### src/rtl/line_window_ctrl.sv
// line_window_ctrl: raster sequencer gating row-buffer shifts and flagging kernel windows, line/frame ends
//   in : clk, rst_n (async active-low), frame_start, pixel_valid
//   out: shift_en (comb accept), col/row (position of next pixel), window_valid, line_done,
//        frame_done (registered pulses), busy (not IDLE), proto_err (sticky, pixel while IDLE)
module line_window_ctrl #(
  parameter int ROW_SIZE = 1280,
  parameter int NUM_ROWS = 960,
  parameter int KERNEL = 3,
  localparam int COL_W = $clog2(ROW_SIZE),
  localparam int ROW_W = $clog2(NUM_ROWS)
) (
  input  logic clk,
  input  logic rst_n,
  input  logic frame_start,
  input  logic pixel_valid,
  output logic shift_en,
  output logic [COL_W-1:0] col,
  output logic [ROW_W-1:0] row,
  output logic window_valid,
  output logic line_done,
  output logic frame_done,
  output logic busy,
  output logic proto_err
);
  typedef enum logic [1:0] {IDLE, FILL, STREAM} state_t;
  localparam logic [COL_W-1:0] COL_LAST = COL_W'(ROW_SIZE - 1);
  localparam logic [ROW_W-1:0] ROW_LAST = ROW_W'(NUM_ROWS - 1);
  localparam logic [COL_W-1:0] COL_K = COL_W'(KERNEL - 1);
  localparam logic [ROW_W-1:0] ROW_K = ROW_W'(KERNEL - 1);
  localparam logic [ROW_W-1:0] ROW_FILL = ROW_W'(KERNEL - 2);
  state_t state, state_nxt;
  logic [COL_W-1:0] col_nxt;
  logic [ROW_W-1:0] row_nxt;
  logic wv_nxt, ld_nxt, fd_nxt, pe_nxt, acc, run, last_col, last_row;
  always_ff @(posedge clk or negedge rst_n) begin
    if (!rst_n) begin
      state <= IDLE;
      col <= '0;
      row <= '0;
      window_valid <= 1'b0;
      line_done <= 1'b0;
      frame_done <= 1'b0;
      proto_err <= 1'b0;
    end else begin
      state <= state_nxt;
      col <= col_nxt;
      row <= row_nxt;
      window_valid <= wv_nxt;
      line_done <= ld_nxt;
      frame_done <= fd_nxt;
      proto_err <= pe_nxt;
    end
  end
  // run: an accepted pixel that continues the current frame; a frame_start pixel is always (0,0)
  always_comb begin
    acc = pixel_valid & (state != IDLE | frame_start);
    run = acc & ~frame_start;
    last_col = col == COL_LAST;
    last_row = row == ROW_LAST;
    state_nxt = frame_start ? FILL :
                run & last_col & state == FILL & row == ROW_FILL ? STREAM :
                run & last_col & state == STREAM & last_row ? IDLE : state;
    col_nxt = frame_start ? COL_W'(pixel_valid) : run ? (last_col ? '0 : col + COL_W'(1)) : col;
    row_nxt = frame_start ? '0 : run & last_col ? (last_row ? '0 : row + ROW_W'(1)) : row;
    wv_nxt = run & row >= ROW_K & col >= COL_K;
    ld_nxt = run & last_col;
    fd_nxt = run & last_col & last_row & state == STREAM;
    pe_nxt = ~frame_start & (proto_err | pixel_valid & state == IDLE);
  end
  always_comb begin
    shift_en = pixel_valid & (state != IDLE | frame_start);
    busy = state != IDLE;
  end
endmodule

### config.mk
export PLATFORM = sky130hd
export DESIGN_NAME = line_window_ctrl
export DESIGN_NICKNAME = d
export VERILOG_FILES = /design/src/rtl/line_window_ctrl.sv
export SDC_FILE = /design/constraint.sdc
export NUM_CORES = 1
export LEC_CHECK = 0
export ABC_AREA = 1
export CORE_ASPECT_RATIO = 1.75
export CORE_MARGIN = 3
export CORE_UTILIZATION = 38
export CTS_CLUSTER_SIZE = 40
export DETAILED_ROUTE_END_ITERATION = 6
export PLACE_DENSITY = 0.74
export SETUP_SLACK_MARGIN = 0.5
export SYNTH_ARGS = -nofsm -noshare
export SYNTH_HDL_FRONTEND = slang
export SYNTH_SLANG_ARGS = --single-unit
### constraint.sdc
create_clock -name clk -period 1.4 [get_ports clk]
set_input_delay 0.28 -clock clk [delete_from_list [all_inputs] [get_ports clk]]
set_output_delay 0.28 -clock clk [all_outputs]
set_load 0.02 [all_outputs]
**After elaboration in Yosys (flattened, before gate mapping)**

Cells that the tools add are included.
W data, S select, Z words.

- Flip-flop bits (word level): 27
- Output and inout port bits: 27
- Bits of input ports: 4
- Logic and storage cells: 46

- Order comparisons: 2
- Add/subtract/negate cells: 2
- Reduce and logical (&&, ||, !) cells: 5
- Eq/ne operators: 5
- Mux-type cells: 9
- Bitwise operators: 16

Operators with widths:

| operator | count |
|---|---|
| $mux W11 | 3 |
| $mux W10 | 3 |
| $and A1 B1 Y1 | 13 |
| $add A11 B1 Y11 const B | 1 |
| $eq A11 B11 Y1 const B | 1 |
| $ge A11 B2 Y1 const B | 1 |
| $add A10 B1 Y10 const B | 1 |
| $eq A10 B1 Y1 const B | 1 |
| $eq A10 B10 Y1 const B | 1 |
| $ge A10 B2 Y1 const B | 1 |
| $mux W2 | 3 |
| $reduce_bool A2 Y1 | 3 |
| $reduce_bool A3 Y1 | 1 |
| $eq A2 B1 Y1 const B | 1 |
| $eq A2 B2 Y1 const B | 1 |
| $logic_not A2 Y1 | 1 |
| $or A1 B1 Y1 | 2 |
| $not A1 Y1 | 1 |

**Longest topological paths before layout**

Gate-level depths: netlist of the first run.

- Depth after elaboration: 10
- Gate-level depth with buffers: 9
- Gate-level depth less buffers: 9

**Worst setup path before layout of the first run**

No wires, ideal clock.

- Path kind: register to register
- From: register row[0]
- To: register state[0]
- Library setup time: 0.125 ns
- Clock period less this slack: 1.543 ns
- Data required time: 1.275 ns
- Setup slack: -0.143 ns
- Stages on the path, launching flop included: 9
- Arrival time: 1.418 ns
- Buffers on the path: 0
- Cell sequence: dfrtp_1 -> ha_1 -> nand3_1 -> nor2_2 -> nand2_1 -> nor2_1 -> nand2_1 -> nand4_1 -> nand2_1

- Word-level cells in the longest chain between the ends: 4
- Elaborated cells on any way between the ends: 7
- Classes of those cells: 2 x eq/ne; 2 x mux; 2 x bitwise; 1 x reduce/logical

Ends and longest elaborated chain:

| element | RTL line | source |
|---|---|---|
| start: declaration | 18 | `output logic [ROW_W-1:0] row,` |
| start signal: assignment | 47 | `row <= row_nxt;` |
| $eq A10 B1 Y1 | 61 | `run & last_col & state == FILL & row == ROW_FILL ? STREAM :` |
| $and A1 B1 Y1 | 61 |  |
| $mux W2 | 61 |  |
| $mux W2 | 60 | `state_nxt = frame_start ? FILL :` |
| end signal: assignment | 45 | `state <= state_nxt;` |
| end: declaration | 31 | `state_t state, state_nxt;` |

Parallel ways exist; a longest one is shown, timed or not.
A chain may end at the register's enable or synchronous reset.

**Worst setup path after layout of the first run**

- From: register col[1]
- To: register state[0]

- Word-level cells in the longest chain between the ends: 6
- Elaborated cells on any way between the ends: 9
- Classes of those cells: 1 x eq/ne; 2 x mux; 5 x bitwise; 1 x reduce/logical

Ends and longest elaborated chain:

| element | RTL line | source |
|---|---|---|
| start: declaration | 17 | `output logic [COL_W-1:0] col,` |
| start signal: assignment | 46 | `col <= col_nxt;` |
| $eq A11 B11 Y1 * | 58 | `last_col = col == COL_LAST;` |
| $and A1 B1 Y1 * | -- |  |
| named net ld_nxt | 34 | `logic wv_nxt, ld_nxt, fd_nxt, pe_nxt, acc, run, last_col, last_row;` |
| $and A1 B1 Y1 (2 in a row) | 61 |  |
| $mux W2 | 61 |  |
| $mux W2 | 60 |  |

Mark *: on every way through the listed nets, which the timed path passes. The rest lies on a longest branch.

==> parameters.txt, run 1 <==
Parameter                              Value

Cells and area
  Area used by sequential logic in the layout    about 690 um2
  Total of fill cells in the finished design    314
  Number of antenna diodes    0
  Multi-input combinational cell area    0.00102 mm2
  Synthesis-to-layout area growth    68.8%
  Proportion of layout cells with a drive suffix above 1    52.4%
  Layout Nets    just under 300

Worst setup path
  Dominant cell type by count on the critical path    sky130_fd_sc_hd__nand3_4
  Worst-path fanout max    7
  Worst endpoint data arrival time    1.65 ns
  Critical Path, Cell by Cell    ha_4 -> nand3_4 -> inv_4 -> nand3_4 -> nor2_8 -> nand2_4 -> nand4_1 -> nand2_1
  Reg2reg end    state[0]$_DFFE_PN0P_
  CP Launch Point    col[1]$_DFFE_PN0P_
  Slowest library cell on the worst path    sky130_fd_sc_hd__dfrtp_2
  Number of cells traversed by the worst register-to-register path    8
  Critical Path RT    1.57 ns
  CP endpoint    state[0]$_DFFE_PN0P_
  Crit-path max cell delay    0.43 ns
  CP Launch Type    register
  Critical Path End Type    register
  Crit Path Category    register to register
  Critical R2R Launch    col[1]$_DFFE_PN0P_
  R2R Setup Slk    -0.08 ns

STA
  Number of hold-slack violations in the final timing report    0
  Slack of the critical path    -0.0771 ns
  Finish-stage setup viols    16
  Fmax    677 MHz
  Worst setup skew after layout    0.00309 ns
  Final-layout setup total negative slack    -0.481 ns
  Measured slew at the worst slew-check pin    0.249 ns
  RSZ-0062 raised after global routing    true
  Post-route clock period utilization    106%
  Fin crit period    1.48 ns
  Final number of max-transition violations    0
  Minimum hold slack    about 0.37 ns
  Slew margin rel.    83.3%

Route
  Final routed wirelength across all metal layers    5180 um
  Routed wire per std cell    15.5 um
  Residual DRC    0
  Number of optimization iterations in the first detailed-route pass    4
  Final antenna-violating net count    0
  Total number of vias    1758
  Starting DRC count in detailed routing    81
  DR vias/cell    5.26

Synthesis
  Cell type with the highest aggregate area in the netlist    sky130_fd_sc_hd__dfrtp_1
  Share of the synthesized netlist area taken by xor and xnor gates    4.32%
  Compound-Gate Fraction of Synth Area    9.88%
  Cell Area, Synth    0.00162 mm2
  Yosys warning total    0
  Average footprint of a synthesized cell    8.03 um2
  Number of library cell types mapped by synthesis    30
  Mapped Cells    202
  Largest family of logic cells by synthesized area    simple AND/OR/NAND/NOR gates
  Basic-gate share of the synthesized area counting and, or, nand and nor cells    a little under a third
  Nets in the synthesized netlist    211
  Synth Register Bits    27
  Proportion of synthesized chip area in sequential cells    41.7%
  Largest cells by area after synthesis    sky130_fd_sc_hd__dfrtp_1 (42%), sky130_fd_sc_hd__nand2_1 (8.8%), sky130_fd_sc_hd__inv_1 (6.7%), sky130_fd_sc_hd__nand3_1 (5.2%), sky130_fd_sc_hd__o22ai_1 (4.2%)
  Multiplexer fraction of the synthesized cell area    0%
  Fraction of the mapped netlist area in adder cells    3.86%
  Yosys top cell area share    a little over two fifths

Floorplan
  Total die area    roughly 0.0051 mm2
  Number of primary I/O pins    31
  Width of the die    around 55 um
  Core outline area    0.00398 mm2
  Row Count    30
  Vertical die dimension    around 92 um
  Initial Utilization    between 40% and 50%

Placement
  Half-perimeter wire length of the detailed placement result    3360 um
  Gp weighted congestion    0.878
  Worst slack at placement    -0.426 ns
  Number of buffers inserted by port buffering    30

Clock tree
  Insertion delay of the later-clocked pin in the worst-skew pair    0.28 ns
  Clock tree from TritonCTS    done
  Cts hold-fix bufs    0
  Clk sinks    27
  Root buf cell    sky130_fd_sc_hd__clkbuf_8
  Htree depth    1
  Clock-pin transition on the worst setup and hold timing paths    0.09 ns
  TritonCTS Buffers    3
  Clock buffer depth    2

GRT
  Initial antenna violation count    0
  Wire length of the first global-routing pass    7870 um
  Total congestion overflow after global routing    0
  Global router's overall resource usage    19.3%
  Maximum number of pins on one net before global-route repair    28
  Via count of the first global-routing pass    about 1800

Outcome
  Failing checks    setup timing
  Result of the run    finished with violations

Power
  VDD IR max    0.000705 V
  Power per cell area    559 mW/mm2
  Leakage dissipation    around 0.0013 uW

Run
  Number of max-capacitance violations reported    0

Min path
  Classification of the worst-slack hold path    input pin to asynchronous set/reset pin
[synth_stat cells (all sizes together)]
master / count
nand2: 44
inv: 33
dfrtp: 27
nand3: 20
nor2: 20
o21ai: 12
o22ai: 11
nand4: 7
nor3: 7
xor2: 6
ha: 5
buf: 2
o211ai: 2
xnor2: 2
a21oi: 1
nor4: 1
o31ai: 1
or2: 1
[metal layers]
| layer | up-vias | GRT usage (%) | routed length [um] |
|---|---|---|---|
| met5 | - | 0 | 0 |
| met2 | 57 | 37.7 | 3170 |
| met4 | 0 | 11.2 | 179 |
| li1 | 831 | - | - |
| met1 | 852 | 19.2 | 1700 |
| met3 | 18 | 1.67 | 130 |
[critical path: cells and delay by family (launching register included)]
kind | cells | cell delay, ns
adder cells (fa/ha/maj) | 1 | 0.16
AND/OR/NAND/NOR | 6 | 0.69
buffers and inverters | 1 | 0.08
flip-flops | 1 | 0.43
[registers in the layout, indices dropped and copies added (netlist names)]
| name | count |
|---|---|
| frame_done | 1 |
| row | 10 |
| state | 2 |
| window_valid | 1 |
| col | 11 |
| line_done | 1 |
| proto_err | 1 |
[worst min path at each step]
stage                     depth (start not counted)  slack, ns                      to                from
final                                             2       0.37  window_valid$_DFF_PN0_               rst_n
after global routing                              2       0.38      row[5]$_DFFE_PN0P_               rst_n
after CTS                                         2       0.39     proto_err$_DFF_PN0_               rst_n
after detailed placement                          2       0.54      col[9]$_DFFE_PN0P_  col[9]$_DFFE_PN0P_
after global placement                            2       0.54      col[9]$_DFFE_PN0P_  col[9]$_DFFE_PN0P_
after floorplan                                   0      -0.02      col[0]$_DFFE_PN0P_               rst_n
[stage by stage]
stage | utilization, % | std cells | cell area (um2) | total power [uW]
after floorplan | - | 202 | 1700 | 899
after global placement | 57.0 | 306 | 2270 | 1010
after detailed placement | 57.0 | 306 | 2270 | 1010
after CTS | 64.5 | 327 | 2570 | 1500
after global routing | 68.8 | 334 | 2740 | 1590
final | 68.8 | 334 | 2740 | 1530
[where the power goes]
group	internal (uW)	switching, uW	leakage, uW
sequential	791	18.3	0.000349
clock	205	253	0.0000228
combinational	126	138	0.000905
total	1120	409	0.00128
[layout by cell type (no fill, tap or decap), drive strengths merged]
master         instances
xnor2                  2
nand4                  7
or2                    1
nor3                   7
ha                     5
nor4                   1
xor2                   6
o211ai                 2
o21ai                 12
nand2                 44
dlygate4sd2            2
clkinvlp               1
inv                   33
nor2                  20
nand3                 20
clkdlybuf4s50          2
clkbuf                 4
buf                   77
a21oi                  1
o22ai                 11
o31ai                  1
dfrtp                 27
[cell families after synthesis]
family,Yosys count
xor gates and xnor gates,8
AOI/OAI and AO/OA,27
adders and majority gates,5
and+or+nand+nor,100
buffers and inverters,35
DFF,27
[final cells by class]
cell class / instances / share of cell area, %
clock buffers: 4 / 1.65
inverters: 33 / 5.07
repair inverters: 1 / 0.274
repair buffers: 81 / 28.1
flip-flops and latches: 27 / 25.3
multi-input cells: 140 / 37.4
well taps: 48 / 2.19
[what timing repair did]
| item | 4_1_cts | 5_1_grt |
|---|---|---|
| pin swaps | 6 | 9 |
| cloned | 1 | 0 |
| buffers inserted | 16 | 7 |
| gates resized for setup | 180 | 29 |
| endpoints found under the setup margin | 53 | 54 |
No activity file was read; power rests on OpenSTA's default activity.
==> run 2, diff against run 1 <==
--- a/config.mk
+++ b/config.mk
@@ -8,10 +8,10 @@
 export ABC_AREA = 1
 export CORE_ASPECT_RATIO = 1.75
 export CORE_MARGIN = 3
-export CORE_UTILIZATION = 38
+export CORE_UTILIZATION = 45
 export CTS_CLUSTER_SIZE = 40
 export DETAILED_ROUTE_END_ITERATION = 6
-export PLACE_DENSITY = 0.74
+export PLACE_DENSITY = 0.73
 export SETUP_SLACK_MARGIN = 0.5
 export SYNTH_ARGS = -nofsm -noshare
 export SYNTH_HDL_FRONTEND = slang
==> parameters.txt, run 2 (synthesis gave the netlist of run 1 again) <==
Parameter                              Value

GRT
  Initial antenna violation count    0 (unchanged)
  Wire length of the first global-routing pass    7210 um (-8.4%)
  Global router's overall resource usage    21.6% (+2.3 points)
  Maximum number of pins on one net before global-route repair    28 (unchanged)
  Via count of the first global-routing pass    1661 (-5.4%)
  Total congestion overflow after global routing    0 (unchanged)

Placement
  Half-perimeter wire length of the detailed placement result    3160 um (-6.1%)
  Cell Count Post-Placement    300 (-2.0%)
  Number of buffers inserted by port buffering    30 (unchanged)
  Gp weighted congestion    0.856 (-2.4%)
  Worst slack at placement    -0.475 ns (-0.0481 ns)

Clock tree
  Insertion delay of the later-clocked pin in the worst-skew pair    0.28 ns (about the same)
  Clock-pin transition on the worst setup and hold timing paths    0.10 ns (about the same)
  Root buf cell    sky130_fd_sc_hd__clkbuf_8
  Clock tree from TritonCTS    done
  Htree depth    1 (unchanged)
  TritonCTS Buffers    3 (unchanged)
  Clk sinks    27 (unchanged)
  Cts hold-fix bufs    0 (unchanged)
  Clock buffer depth    2 (unchanged)

Cells and area
  Proportion of layout cells with a drive suffix above 1    52.9% (+0.47 points)
  Layout Cells excl Fill    319 (-4.5%)
  Top register by number of flip-flops    col
  Commonest cells after routing, fill and taps aside    sky130_fd_sc_hd__nand2_1 (34), sky130_fd_sc_hd__buf_4 (33), sky130_fd_sc_hd__buf_6 (30)
  Layout Nets    284 (-4.1%)
  Synthesis-to-layout area growth    66.2%
  Most common cell after layout, fill and taps aside    sky130_fd_sc_hd__nand2_1
  Largest register FFs    11 (unchanged)
  Leading registers by flop count    col: 11 flops, row: 10 flops, state: 2 flops
  Number of antenna diodes    0 (unchanged)

Floorplan
  Vertical die dimension    85.4 um (-7.6%)
  Row Count    28 (-6.7%)
  Number of primary I/O pins    31 (unchanged)
  Total die area    0.00439 mm2 (-14%)
  Core outline area    0.00343 mm2 (-14%)
  Initial Utilization    47.2% (+6.5 points)
  Width of the die    51.4 um (-7.2%)

STA
  Post-route clock period utilization    104% (-1.8 points)
  Final-layout setup total negative slack    -0.235 ns (+0.246 ns)
  Fin crit period    1.45 ns (-0.0254 ns)
  Fmax    689 MHz (+1.7%)
  Final number of max-transition violations    0 (unchanged)
  Slew margin rel.    84.7% (+1.4 points)
  Slack of the critical path    -0.0518 ns (+0.0254 ns)
  Finish-stage setup viols    9 (-7)
  Minimum hold slack    0.362 ns (-0.00435 ns)
  Number of hold-slack violations in the final timing report    0 (unchanged)
  RSZ-0062 raised after global routing    true
  Measured slew at the worst slew-check pin    0.229 ns (-0.0203 ns)
  Worst setup skew after layout    0.00501 ns (+0.00192 ns)

Worst setup path
  Slowest library cell on the worst path    sky130_fd_sc_hd__dfrtp_2
  CP Launch Type    register
  R2R Setup Slk    -0.05 ns (+0.03 ns)
  Crit Path Category    register to register
  Crit-path max cell delay    0.41 ns (-0.02 ns)
  Dominant cell type by count on the critical path    sky130_fd_sc_hd__nand3_4
  Worst endpoint data arrival time    1.62 ns (-0.03 ns)
  Worst-path fanout max    7 (unchanged)
  Critical Path End Type    register
  Critical Path RT    1.57 ns (about the same)
  Critical Path, Cell by Cell    ha_4 -> nand3_4 -> inv_4 -> nand3_4 -> buf_12 -> nand2_8 -> inv_6 -> o211ai_1 -> nand2_1

Route
  Final antenna-violating net count    0 (unchanged)
  Final routed wirelength across all metal layers    5100 um (-1.5%)
  Routed wire per std cell    16.0 um (+3.1%)
  Total number of vias    1679 (-4.5%)
  Residual DRC    0 (unchanged)
  DR vias/cell    5.26 (about the same)
  Starting DRC count in detailed routing    34 (-58%)
  Number of optimization iterations in the first detailed-route pass    4 (unchanged)

Run
  Number of max-capacitance violations reported    0 (unchanged)

Outcome
  Result of the run    finished with violations
  Failing checks    setup timing

Power
  Power per cell area    559 mW/mm2 (about the same)
  Leakage dissipation    0.00124 uW (-2.7%)
  VDD IR max    0.000575 V (-18%)

Min path
  Classification of the worst-slack hold path    input pin to asynchronous set/reset pin
-- run 2: changes by cell type in the layout (fill, tap and decap cells not counted), moves of 2 or more --
cell                      before  now
sky130_fd_sc_hd__o21ai_0       5    2
sky130_fd_sc_hd__nand3_4       3    6
sky130_fd_sc_hd__buf_6        32   30
sky130_fd_sc_hd__o21ai_2       0    4
sky130_fd_sc_hd__nand3_1      11    8
sky130_fd_sc_hd__buf_4        40   33
-- run 2: cell type report --
cell class,count,area (um2)
fillers,242,738
multi-input cells,140,1100
well taps,45,56.3
repair buffers,70,663
inverters,33,136
flip-flops and latches,27,693
clock buffers,4,45.0
-- run 2: layer usage --
| layer | vias up | part of all wire (%) | track usage (%) | wire (um) |
|---|---|---|---|---|
| met5 | - | 0 | 0 | 0 |
| met4 | 0 | 3.1 | 10.7 | 159 |
| met3 | 12 | 2.3 | 2.64 | 116 |
| met2 | 39 | 59 | 41.9 | 3010 |
| met1 | 823 | 36 | 21.1 | 1820 |
| li1 | 805 | - | - | - |
-- run 2: path summary, 6_finish.rpt --
check / from / end / cells past startpoint
min in group clk: frame_start / proto_err$_DFF_PN0_ / 2
hold reg to reg: proto_err$_DFF_PN0_ / proto_err$_DFF_PN0_ / 2
setup reg to reg: col[0]$_DFFE_PN0P_ / col[7]$_DFFE_PN0P_ / 9
max in group asynchronous: rst_n / row[8]$_DFFE_PN0P_ / 2
setup / recovery: col[0]$_DFFE_PN0P_ / col[7]$_DFFE_PN0P_ / 9
hold / removal: rst_n / row[0]$_DFFE_PN0P_ / 2
-- run 2: metrics by stage --
step / util, % / total power [uW] / cell area [um2]
finish: 78.5 / 1510 / 2700
CTS: 68.7 / 1450 / 2360
detailed placement: 65.3 / 1010 / 2240
floorplan: - / 899 / 1700
global placement: 65.3 / 1000 / 2240
global route: 78.5 / 1560 / 2700
-- run 2: worst max-delay path, delay by kind of cell (launching register included) --
family | cells | cell delay (ns)
compound gates | 1 | 0.08
fa+ha+maj | 1 | 0.16
flops | 1 | 0.41
buf+inv | 3 | 0.28
simple gates | 4 | 0.40
-- run 2: repair_timing --
action | 4_1_cts | 5_1_grt
pin swaps | 6 | 12
setup endpoints to repair | 53 | 54
resized for setup | 164 | 60
endpoints found under the hold margin | 0 | 0
setup buffers | 6 | 9
cloned | 0 | 0
-- run 2: power by group --
part | total, uW | internal, uW | switching [uW] | leakage [uW]
registers | 805 | 791 | 14.5 | 0.000348
clock network | 458 | 205 | 253 | 0.0000228
logic | 244 | 105 | 139 | 0.000870
total | 1510 | 1100 | 407 | 0.00124
==> run 3, diff against run 2 <==
--- a/config.mk
+++ b/config.mk
@@ -11,8 +11,9 @@
 export CORE_UTILIZATION = 45
 export CTS_CLUSTER_SIZE = 40
 export DETAILED_ROUTE_END_ITERATION = 6
-export PLACE_DENSITY = 0.73
+export DONT_BUFFER_PORTS = 1
 export SETUP_SLACK_MARGIN = 0.5
+export SLEW_MARGIN = 20
 export SYNTH_ARGS = -nofsm -noshare
 export SYNTH_HDL_FRONTEND = slang
 export SYNTH_SLANG_ARGS = --single-unit
==> parameters.txt, run 3 (synthesis gave the netlist of run 1 again) <==
Parameter                              Value

Outcome
  Result of the run    finished with violations
  Failing checks    hold timing, setup timing

Run
  Number of max-capacitance violations reported    0 (unchanged)

STA
  Finish-stage setup viols    5 (-4)
  Number of hold-slack violations in the final timing report    27 (+27)
  Worst setup skew after layout    0.0107 ns (+0.00568 ns)
  RSZ-0062 raised after global routing    true
  Slew margin rel.    79.8% (-4.9 points)
  Final number of max-transition violations    0 (unchanged)
  Slack of the critical path    -0.0292 ns (+0.0226 ns)
  Minimum hold slack    -0.315 ns (-0.677 ns)
  Measured slew at the worst slew-check pin    0.301 ns (+0.0724 ns)
  Fmax    700 MHz (+1.6%)
  Fin crit period    1.43 ns (-0.0226 ns)
  Final-layout setup total negative slack    -0.0658 ns (+0.169 ns)
  Post-route clock period utilization    102% (-1.6 points)

Min path
  Classification of the worst-slack hold path    input pin to asynchronous set/reset pin

Power
  Internal portion of total power    1070 uW (-2.9%)
  Switching share of power    24.9% (-2.0 points)
  Total chip power    1420 uW (-5.5%)
  Share of power burned in combinational logic    12.2% (-4.0 points)
  Power share of the sequential group    56.7% (+3.3 points)
  Leakage dissipation    0.00110 uW (-12%)
  Part of the total power dissipated in the clock network    31.0% (+0.6 points)
  VDD IR max    0.000629 V (+9.4%)
  Total net switching power    355 uW (-13%)
  Power per cell area    585 mW/mm2 (+4.5%)

Route
  Starting DRC count in detailed routing    69 (+100%)
  Total number of vias    1597 (-4.9%)
  Residual DRC    0 (unchanged)
  Final routed wirelength across all metal layers    4710 um (-7.8%)
  DR vias/cell    5.34 (+1.5%)
  Number of optimization iterations in the first detailed-route pass    4 (unchanged)
  Routed wire per std cell    15.7 um (-1.6%)
  Final antenna-violating net count    0 (unchanged)

Floorplan
  Total die area    0.00439 mm2 (unchanged)
  Row Count    28 (unchanged)
  Initial Utilization    47.2% (unchanged)
  Width of the die    51.4 um (unchanged)
  Number of primary I/O pins    31 (unchanged)
  Vertical die dimension    85.4 um (unchanged)
  Core outline area    0.00343 mm2 (unchanged)

Cells and area
  Largest register FFs    11 (unchanged)
  Leading registers by flop count    col: 11 flops, row: 10 flops, state: 2 flops
  Most common cell after layout, fill and taps aside    sky130_fd_sc_hd__nand2_1
  Utilization after layout    70.9% (-7.6 points)
  Commonest cells after routing, fill and taps aside    sky130_fd_sc_hd__nand2_1 (34), sky130_fd_sc_hd__buf_4 (28), sky130_fd_sc_hd__inv_1 (26)
  Proportion of layout cells with a drive suffix above 1    49.2% (-3.7 points)
  Layout Nets    264 (-7.0%)
  Synthesis-to-layout area growth    50.2%
  Number of antenna diodes    0 (unchanged)
  Top register by number of flip-flops    col
  Post-route cell area    0.00243 mm2 (-9.7%)

Worst setup path
  Critical Path RT    1.56 ns (about the same)
  Worst endpoint data arrival time    1.59 ns (-0.03 ns)
  Worst-path fanout max    4 (-3)
  R2R Setup Slk    -0.03 ns (+0.02 ns)
  Crit Path Category    register to register
  Critical Path End Type    register
  Number of cells traversed by the worst register-to-register path    7 (-2)
  Critical R2R Launch    row[1]$_DFFE_PN0P_
  Reg2reg end    state[0]$_DFFE_PN0P_
  CP Launch Type    register

Clock tree
  Clock buffer depth    2 (unchanged)
  Htree depth    1 (unchanged)
  Root buf cell    sky130_fd_sc_hd__clkbuf_8
  Insertion delay of the later-clocked pin in the worst-skew pair    0.27 ns (about the same)
  Clk sinks    27 (unchanged)
  Clock-pin transition on the worst setup and hold timing paths    0.10 ns (about the same)
  Clock tree from TritonCTS    done
  TritonCTS Buffers    3 (unchanged)

Placement
  Gp weighted congestion    0.845 (-1.3%)
  Half-perimeter wire length of the detailed placement result    3360 um (+6.6%)
  Total placed instance area    0.00197 mm2 (-12%)
  Number of buffers inserted by port buffering    0 (-100%)

GRT
  Maximum number of pins on one net before global-route repair    28 (unchanged)
  Wire length of the first global-routing pass    7860 um (+9.0%)
  Global router's overall resource usage    23.6% (+1.9 points)
  Initial antenna violation count    0 (unchanged)
  Via count of the first global-routing pass    1745 (+5.1%)
  Total congestion overflow after global routing    0 (unchanged)
[run 3: power by group through the flow]
stage | Clock (uW) | Combinational, uW | Sequential, uW
4_1_cts | 459 | 163 | 807
5_1_grt | 496 | 189 | 809
3_3_place_gp | 0 | 114 | 824
3_5_place_dp | 0 | 118 | 824
2_1_floorplan | 0 | 66.6 | 832
6_report | 442 | 174 | 807
[run 3: layout make-up]
class                           instances  area, um2
Clock buffer                            3       41.3
Clock inverter                          1       5.00
Fill cell                             282        998
Inverter                               33        131
Multi-Input combinational cell        140       1040
Sequential cell                        27        693
Tap cell                               45       56.3
Timing Repair Buffer                   50        467
[run 3: repair_timing]
item / 4_1_cts / 5_1_grt
resized for setup: 44 / 21
pin swaps: 9 / 10
setup buffers: 15 / 5
endpoints found under the setup margin: 54 / 54
endpoints found under the hold margin: 27 / 27
[run 3: how the worst max path moves through the flow]
stage / cells past startpoint / to / slack, ns / startpoint
3_5_place_dp: 7 / row[1]$_DFFE_PN0P_ / -0.05 / col[1]$_DFFE_PN0P_
3_3_place_gp: 8 / row[0]$_DFFE_PN0P_ / -0.002 / col[1]$_DFFE_PN0P_
5_1_grt: 7 / state[0]$_DFFE_PN0P_ / -0.14 / row[1]$_DFFE_PN0P_
6_report: 7 / state[0]$_DFFE_PN0P_ / -0.03 / row[1]$_DFFE_PN0P_
2_1_floorplan: 8 / row[0]$_DFFE_PN0P_ / 0.01 / col[1]$_DFFE_PN0P_
4_1_cts: 8 / state[1]$_DFFE_PN0P_ / 0.03 / col[0]$_DFFE_PN0P_
[run 3: worst max-delay path, cell delays in order, from the launching register on]
cell and delay [ns]:
sky130_fd_sc_hd__dfrtp_2 0.46, sky130_fd_sc_hd__inv_1 0.10, sky130_fd_sc_hd__ha_1 0.16, sky130_fd_sc_hd__nand3_1 0.07
sky130_fd_sc_hd__nor3_1 0.30, sky130_fd_sc_hd__nand2_2 0.09, sky130_fd_sc_hd__nand4_1 0.08, sky130_fd_sc_hd__nand2_1 0.06
[run 3: per-stage QoR]
stage               std cells  setup slack [ns]
floorplan                 202           0.00983
global placement          275          -0.00210
detailed placement        275           -0.0460
CTS                       294            0.0259
global route              299            -0.139
finish                    299           -0.0292
[run 3: routing by layer]
metal / GRT usage (%) / up-vias / routed length (um)
met1: 23.8 / 759 / 1600
met5: 0 / - / 0
li1: - / 773 / -
met3: 3.34 / 20 / 161
met4: 14.1 / 0 / 220
met2: 43.4 / 45 / 2720
